$ cat src/rtl/sr_drv_pkg.sv
// Shared types and default timing for the gated SR latch driver.
package sr_drv_pkg;

    typedef enum logic [2:0] {
        IDLE,
        SETUP,
        PULSE,
        HOLD,
        SETTLE,
        CHECK
    } drvState_t;

    localparam int DEF_SETUP_CYC  = 1;
    localparam int DEF_PULSE_CYC  = 2;
    localparam int DEF_SETTLE_CYC = 3;
    localparam int DEF_MAX_RETRY  = 1;

    function automatic int maxOf3(input int a, input int b, input int c);
        int m;
        m = (a > b) ? a : b;
        return (m > c) ? m : c;
    endfunction

endpackage

$ cat src/rtl/sync2.sv
// Two-flop synchroniser for asynchronous inputs; both stages clear on reset.
module sync2 #(
    parameter int W = 2
) (
    input  logic         clk,
    input  logic         rst,
    input  logic [W-1:0] din,
    output logic [W-1:0] dout
);

    logic [W-1:0] meta;

    always_ff @(posedge clk) begin
        if (rst) begin
            meta <= '0;
            dout <= '0;
        end else begin
            meta <= din;
            dout <= meta;
        end
    end

endmodule

$ cat src/rtl/sr_latch_driver.sv
// Sequences S/R/En into a gated NAND SR latch, reads it back through a
// synchroniser, retries on mismatch and reports done/error to the requester.
module sr_latch_driver
    import sr_drv_pkg::*;
#(
    parameter int SETUP_CYC  = DEF_SETUP_CYC,
    parameter int PULSE_CYC  = DEF_PULSE_CYC,
    parameter int SETTLE_CYC = DEF_SETTLE_CYC,
    parameter int MAX_RETRY  = DEF_MAX_RETRY
) (
    input  logic Clk,
    input  logic Rst,
    input  logic WrReq,
    input  logic WrData,
    output logic WrAck,
    output logic Busy,
    output logic Err,
    output logic RdQ,
    output logic S,
    output logic R,
    output logic En,
    input  logic Q,
    input  logic notQ
);

    localparam int CW = $clog2(maxOf3(SETUP_CYC, PULSE_CYC, SETTLE_CYC)) + 1;
    localparam logic [CW-1:0] SETUP_LD  = CW'(SETUP_CYC - 1);
    localparam logic [CW-1:0] PULSE_LD  = CW'(PULSE_CYC - 1);
    localparam logic [CW-1:0] SETTLE_LD = CW'(SETTLE_CYC - 1);
    localparam logic [2:0]    RETRY_LIM = 3'(MAX_RETRY);

    drvState_t     state, stateNext;
    logic [CW-1:0] cnt, cntNext;
    logic [2:0]    retryCnt, retryNext;
    logic          d, dNext;
    logic          sNext, rNext, enNext, ackNext, busyNext, errNext, rdqNext;
    logic [1:0]    qPair;
    logic          qs, nqs, pass;

    sync2 #(.W(2)) uSync (
        .clk (Clk),
        .rst (Rst),
        .din ({Q, notQ}),
        .dout(qPair)
    );

    assign qs   = qPair[1];
    assign nqs  = qPair[0];
    // An equal pair (invalid or metastable) can never satisfy both terms.
    assign pass = (qs == d) && (nqs == ~d);

    always_ff @(posedge Clk) begin
        if (Rst) begin
            state    <= IDLE;
            cnt      <= '0;
            retryCnt <= '0;
            d        <= 1'b0;
            S        <= 1'b0;
            R        <= 1'b0;
            En       <= 1'b0;
            WrAck    <= 1'b0;
            Busy     <= 1'b0;
            Err      <= 1'b0;
            RdQ      <= 1'b0;
        end else begin
            state    <= stateNext;
            cnt      <= cntNext;
            retryCnt <= retryNext;
            d        <= dNext;
            S        <= sNext;
            R        <= rNext;
            En       <= enNext;
            WrAck    <= ackNext;
            Busy     <= busyNext;
            Err      <= errNext;
            RdQ      <= rdqNext;
        end
    end

    // Outputs are registered, so each branch drives the values for the
    // state being entered, not the one being left.
    always_comb begin
        stateNext = state;
        cntNext   = cnt;
        retryNext = retryCnt;
        dNext     = d;
        sNext     = 1'b0;
        rNext     = 1'b0;
        enNext    = 1'b0;
        ackNext   = 1'b0;
        busyNext  = Busy;
        errNext   = Err;
        rdqNext   = RdQ;
        case (state)
            IDLE: begin
                if (WrReq) begin
                    dNext     = WrData;
                    errNext   = 1'b0;
                    busyNext  = 1'b1;
                    retryNext = '0;
                    cntNext   = SETUP_LD;
                    stateNext = SETUP;
                    sNext     = WrData;
                    rNext     = ~WrData;
                end
            end
            SETUP: begin
                sNext = d;
                rNext = ~d;
                if (cnt == '0) begin
                    cntNext   = PULSE_LD;
                    stateNext = PULSE;
                    enNext    = 1'b1;
                end else begin
                    cntNext = cnt - 1'b1;
                end
            end
            PULSE: begin
                sNext = d;
                rNext = ~d;
                if (cnt == '0) begin
                    stateNext = HOLD;
                end else begin
                    cntNext = cnt - 1'b1;
                    enNext  = 1'b1;
                end
            end
            HOLD: begin
                cntNext   = SETTLE_LD;
                stateNext = SETTLE;
            end
            SETTLE: begin
                if (cnt == '0) begin
                    // Verdict is taken here so WrAck/RdQ/Err are visible in CHECK.
                    stateNext = CHECK;
                    if (pass) begin
                        rdqNext = d;
                        ackNext = 1'b1;
                    end else if (retryCnt < RETRY_LIM) begin
                        retryNext = retryCnt + 3'd1;
                    end else begin
                        errNext = 1'b1;
                        ackNext = 1'b1;
                    end
                end else begin
                    cntNext = cnt - 1'b1;
                end
            end
            CHECK: begin
                if (WrAck) begin
                    busyNext  = 1'b0;
                    stateNext = IDLE;
                end else begin
                    cntNext   = SETUP_LD;
                    stateNext = SETUP;
                    sNext     = d;
                    rNext     = ~d;
                end
            end
            default: begin
                stateNext = IDLE;
                busyNext  = 1'b0;
            end
        endcase
    end

endmodule

$ cat config.mk
export PLATFORM = sky130hd
export DESIGN_NAME = sr_latch_driver
export DESIGN_NICKNAME = d
export VERILOG_FILES = /design/src/rtl/sr_drv_pkg.sv /design/src/rtl/sync2.sv /design/src/rtl/sr_latch_driver.sv
export SDC_FILE = /design/constraint.sdc
export NUM_CORES = 1
export LEC_CHECK = 0
export CAP_MARGIN = 20
export CORE_ASPECT_RATIO = 0.75
export CORE_UTILIZATION = 30
export DETAILED_ROUTE_END_ITERATION = 12
export PLACE_DENSITY = 0.57
export REMOVE_ABC_BUFFERS = 1
export SYNTH_ARGS = -nofsm -noshare
export SYNTH_HDL_FRONTEND = slang
export SYNTH_SLANG_ARGS = --single-unit
$ cat constraint.sdc
create_clock -name Clk -period 2.7 [get_ports Clk]
set_input_delay 0.675 -clock Clk [delete_from_list [all_inputs] [get_ports Clk]]
set_output_delay 0.675 -clock Clk [all_outputs]
set_load 0.02 [all_outputs]
==> impl.org <==
** Critical path
- STA classifies the critical path endpoint as a flop.
- The critical path goes through clkdlybuf4s50_1 -> or4b_4 -> o21ai_1 -> a21boi_0 -> o21ba_1.
- The slowest stage of the critical path is the sky130_fd_sc_hd__clkdlybuf4s50_1 cell.
- Source of the critical timing path :: WrReq
- For this run, the slowest stage of the critical path takes between 500 and 600 ps.
- Setup slack on the worst reg-to-reg path comes out at between 900 and 1000 ps.
- Required time of the critical path :: 2860 ps
- Beginning of the worst register-to-register path :: state[2]$_SDFFE_PP0P_
- Kind of launch point of the worst setup path :: primary input
- Following the worst setup path forward leads to its endpoint at retryCnt[1]$_SDFFE_PP0P_.
- The endpoint identified for the worst register-to-register timing path is RdQ$_SDFFE_PP0P_.
- Number of cells on the worst reg-to-reg path :: 4
- Biggest fanout along the worst timing path :: 5
- The critical path is of the in -> reg type.
- For the worst setup path, the data arrival time is 2140 ps.

** STA
- Headroom to the max-slew limit :: 52.77%
- Count of final setup violators :: 0
- The clock arrives with 3.947 ps of skew.
- The final max-slew violation count was 0.
- The routed design could run at a clock period as short as 1987 ps.
- Final hold analysis gives a worst-case slack of 440.9 ps.
- Total count of hold-check failures in the final report :: 0
- Of the available clock period, the critical path in the final layout requires 73.60%.
- Max Clk Rate :: between 0.5 and 0.6 GHz
- In the final timing run, aggregate negative setup slack is 0 ps.
- Setup repair after global routing left no endpoint under its margin.
- Worst-margin pin slew :: roughly 710 ps

** Global routing
- Global routing used 12.90% of the available tracks.
- The number of antenna violations at the first check in global routing is 0.
- Global-route met3 utilization :: 4.494%
- Gr busiest metal :: met2
- The first global-routing pass estimated 3684 µm of wire.
- Residual overflow from global routing :: 0
- For met1 alone, demand over resource in global routing was 18.29%.
- Grt met2 use :: a little under a fifth
- Via count of the first global-routing pass :: 748
- Pin count of the biggest net entering global routing :: 20

** Synth
- Synth area leader :: sky130_fd_sc_hd__dfxtp_1
- Fraction of the yosys area taken by sequential cells :: 38.98%
- By area the synthesized netlist is led by sky130_fd_sc_hd__dfxtp_1 39%, sky130_fd_sc_hd__a21oi_1 3.7%, sky130_fd_sc_hd__ha_1 3.5%, sky130_fd_sc_hd__nor2b_1 2.9%, sky130_fd_sc_hd__a2111oi_2 2.8%.
- Share of async-settable or async-resettable flops after synthesis :: 0%
- Synth warnings :: 0
- Counting instances in the post-synthesis netlist gives the leading cell types as 21 x sky130_fd_sc_hd__dfxtp_1, 8 x sky130_fd_sc_hd__a21oi_1, 7 x sky130_fd_sc_hd__nor2_1.
- Counting flops and latches in the post-synthesis netlist gives 21.
- For this run, the leading register cell type out of synthesis is sky130_fd_sc_hd__dfxtp_1.
- The synthesized design contains 0 enable-type register cells.
- After synthesis the cells add up to 0.001079 mm².
- In this run the mean area of a mapped cell was 9.298 µm².
- Gate count after technology mapping :: ~120
- The number of different library cells used by synthesis comes to between 40 and 50.
- In the post-synthesis netlist, the cell with the most instances is sky130_fd_sc_hd__dfxtp_1.
- Proportion of netlist area held by the largest area contributor :: between 30% and 40%

** Layout
- Of the cells placed in the final design, the portion with a size suffix greater than 1 is 11.72%.
- The finished cells cover 0.001266 mm².
- Layout-stage area growth over the synthesis result :: 17.40%
- Post-route insts no fill :: approximately 170
- Fill cells in the final layout number between 300 and 400.
- Antenna cells :: 0
- For this run, the post-layout net count is 138.

** Power
- The analysis attributes to cell leakage a power of 0.4474 nW.
- The worst-case IR drop observed on VDD is approximately 0.00036 V.
- The completed layout was analyzed and its total power is 1.159 mW.
- P per Cell Area :: just over 900 mW/mm²

** Clock tree
- CTS sink count :: 21
- Clk pin slew, worst setup/hold paths :: approximately 70 ps
- Number of buffers created by CTS :: 3
- Clock tree from TritonCTS :: done
- Number of hold buffers added after CTS :: 0
- Clock tree synthesis selected as its root buffer the cell sky130_fd_sc_hd__clkbuf_8.
- CTS built an H-tree with a depth of 1.
- The longest clock path from root to sink contains 2 buffers.
- Post-CTS timing repair inserted 0 buffers for setup.
- Gates resized during post-CTS repair numbered 0.
- The later pin in the worst-skew pair is clocked with a latency of 260 ps.

** Route
- First-pass DRT Iterations :: 8
- Dividing the detail-routed wire length by the instance count gives 12.98 µm.
- After detailed routing, the number of vias per cell comes to about 5.2.
- Final routed DRC violation total :: 2
- The routed design has 2180 µm of wire.
- DRT antenna net count :: 0
- Initial drt markers :: 62
- Across all layers, the routed design uses ~870 vias.

** Place
- Placer congestion estimate :: ~0.8
- Post-detail-place hpwl :: 1578 µm
- The placed instances occupy a cell area of 0.001221 mm².
- In this run the tool buffered the top-level ports with 12 buffer cells.
- Post-placement cell count :: 164

** Hold path
- The worst hold path belongs to the class reg -> reg.
- Along the worst hold path, the cell count comes to 1.

** Floorplanning
- Core box area :: 0.003356 mm²
- I/O pin total :: 13
- The die covers 0.003841 mm².
- Initial core utilization :: 32.14%
- In this run the core area contains 18 standard-cell rows.
- The floorplan step set the die width to 71.24 µm.
- Chip Height :: between 50 and 60 µm

** Job
- Across the run, the number of max-cap violations was 0.

** Run status
- Violated checks :: DRC
- Result of the run :: finished with violations
## critical path: cells and delay by family
family	cells	cell delay, ps
AO/OA/AOI/OAI	3	420
buffers and inverters	1	550
AND/OR/NAND/NOR	1	500
## metal layers
layer  vias to the layer above  wire length (µm)
met3                         2                84
met4                         0                12
met2                        17               886
li1                        451                 -
met1                       402              1196
met5                         -                 0
## report_power, final
group	leakage [nW]	total [mW]	internal [mW]	switching [mW]
logic	0.253	0.484	0.233	0.251
clock network	0.0228	0.203	0.105	0.0978
registers	0.172	0.472	0.366	0.107
## per-stage QoR
stage / utilization [%] / setup slack, ps
after floorplan: - / 1102
after global placement: 36.39 / 499.1
after detailed placement: 36.39 / 440.0
after CTS: 37.73 / 725.3
after global routing: 37.73 / 625.0
final: 37.73 / 712.7
## cell usage in the layout, fill, tap and decap left out, types with 2 or more instances in the layout
| cell type | synthesis | final |
|---|---|---|
| sky130_fd_sc_hd__dfxtp_1 | 21 | 21 |
| sky130_fd_sc_hd__clkdlybuf4s50_1 | 0 | 12 |
| sky130_fd_sc_hd__a21oi_1 | 8 | 8 |
| sky130_fd_sc_hd__nor2_1 | 7 | 7 |
| sky130_fd_sc_hd__nor2b_1 | 5 | 5 |
| sky130_fd_sc_hd__o21ai_0 | 5 | 5 |
| sky130_fd_sc_hd__inv_1 | 4 | 4 |
| sky130_fd_sc_hd__or3_1 | 4 | 4 |
| sky130_fd_sc_hd__nand2b_1 | 4 | 4 |
| sky130_fd_sc_hd__nor3_1 | 4 | 4 |
| sky130_fd_sc_hd__nand2_1 | 4 | 4 |
| sky130_fd_sc_hd__o21ai_1 | 4 | 4 |
| sky130_fd_sc_hd__nor3b_1 | 3 | 3 |
| sky130_fd_sc_hd__a31oi_1 | 3 | 3 |
| sky130_fd_sc_hd__ha_1 | 3 | 3 |
| sky130_fd_sc_hd__clkbuf_8 | 0 | 3 |
| sky130_fd_sc_hd__o21ai_2 | 2 | 2 |
| sky130_fd_sc_hd__xnor2_1 | 2 | 2 |
| sky130_fd_sc_hd__a2111oi_2 | 2 | 2 |
| sky130_fd_sc_hd__a211oi_1 | 2 | 2 |
| sky130_fd_sc_hd__or4_1 | 2 | 2 |
| sky130_fd_sc_hd__buf_4 | 1 | 2 |
## cell families (layout without fill, tap and decap cells)
group,after synthesis,in the layout,share of synthesized area (%)
flops,21,21,38.98
xor+xnor,2,2,1.624
buf+inv,10,22,5.336
simple gates,45,45,27.61
compound gates,35,35,22.97
fa+ha+maj,3,3,3.481
## layout make-up
type | count | area, µm² | area share [%]
Sequential cell | 21 | 420.4 | 33.20
Timing Repair Buffer | 14 | 135.1 | 10.67
Clock buffer | 4 | 45.04 | 3.557
Inverter | 4 | 15.01 | 1.186
Tap cell | 40 | 50.05 | 3.953
Multi-Input combinational cell | 85 | 600.6 | 47.43
## sequential cells by signal, indices dropped and copies added, names as in the netlist, 2 cells and up
name	count
uSync.dout	2
cnt	3
uSync.meta	2
state	3
retryCnt	3
## how the worst min path moves through the flow
stage                                to                startpoint  slack [ps]
3_3_place_gp   uSync.dout[0]$_SDFF_PP0_  uSync.meta[0]$_SDFF_PP0_         420
6_report       uSync.dout[0]$_SDFF_PP0_  uSync.meta[0]$_SDFF_PP0_         440
5_1_grt        uSync.dout[1]$_SDFF_PP0_  uSync.meta[1]$_SDFF_PP0_         470
2_1_floorplan  uSync.dout[0]$_SDFF_PP0_  uSync.meta[0]$_SDFF_PP0_         410
3_5_place_dp   uSync.dout[1]$_SDFF_PP0_  uSync.meta[1]$_SDFF_PP0_         430
4_1_cts        uSync.dout[1]$_SDFF_PP0_  uSync.meta[1]$_SDFF_PP0_         450
Note: power is estimated with default switching activity, not from simulation.
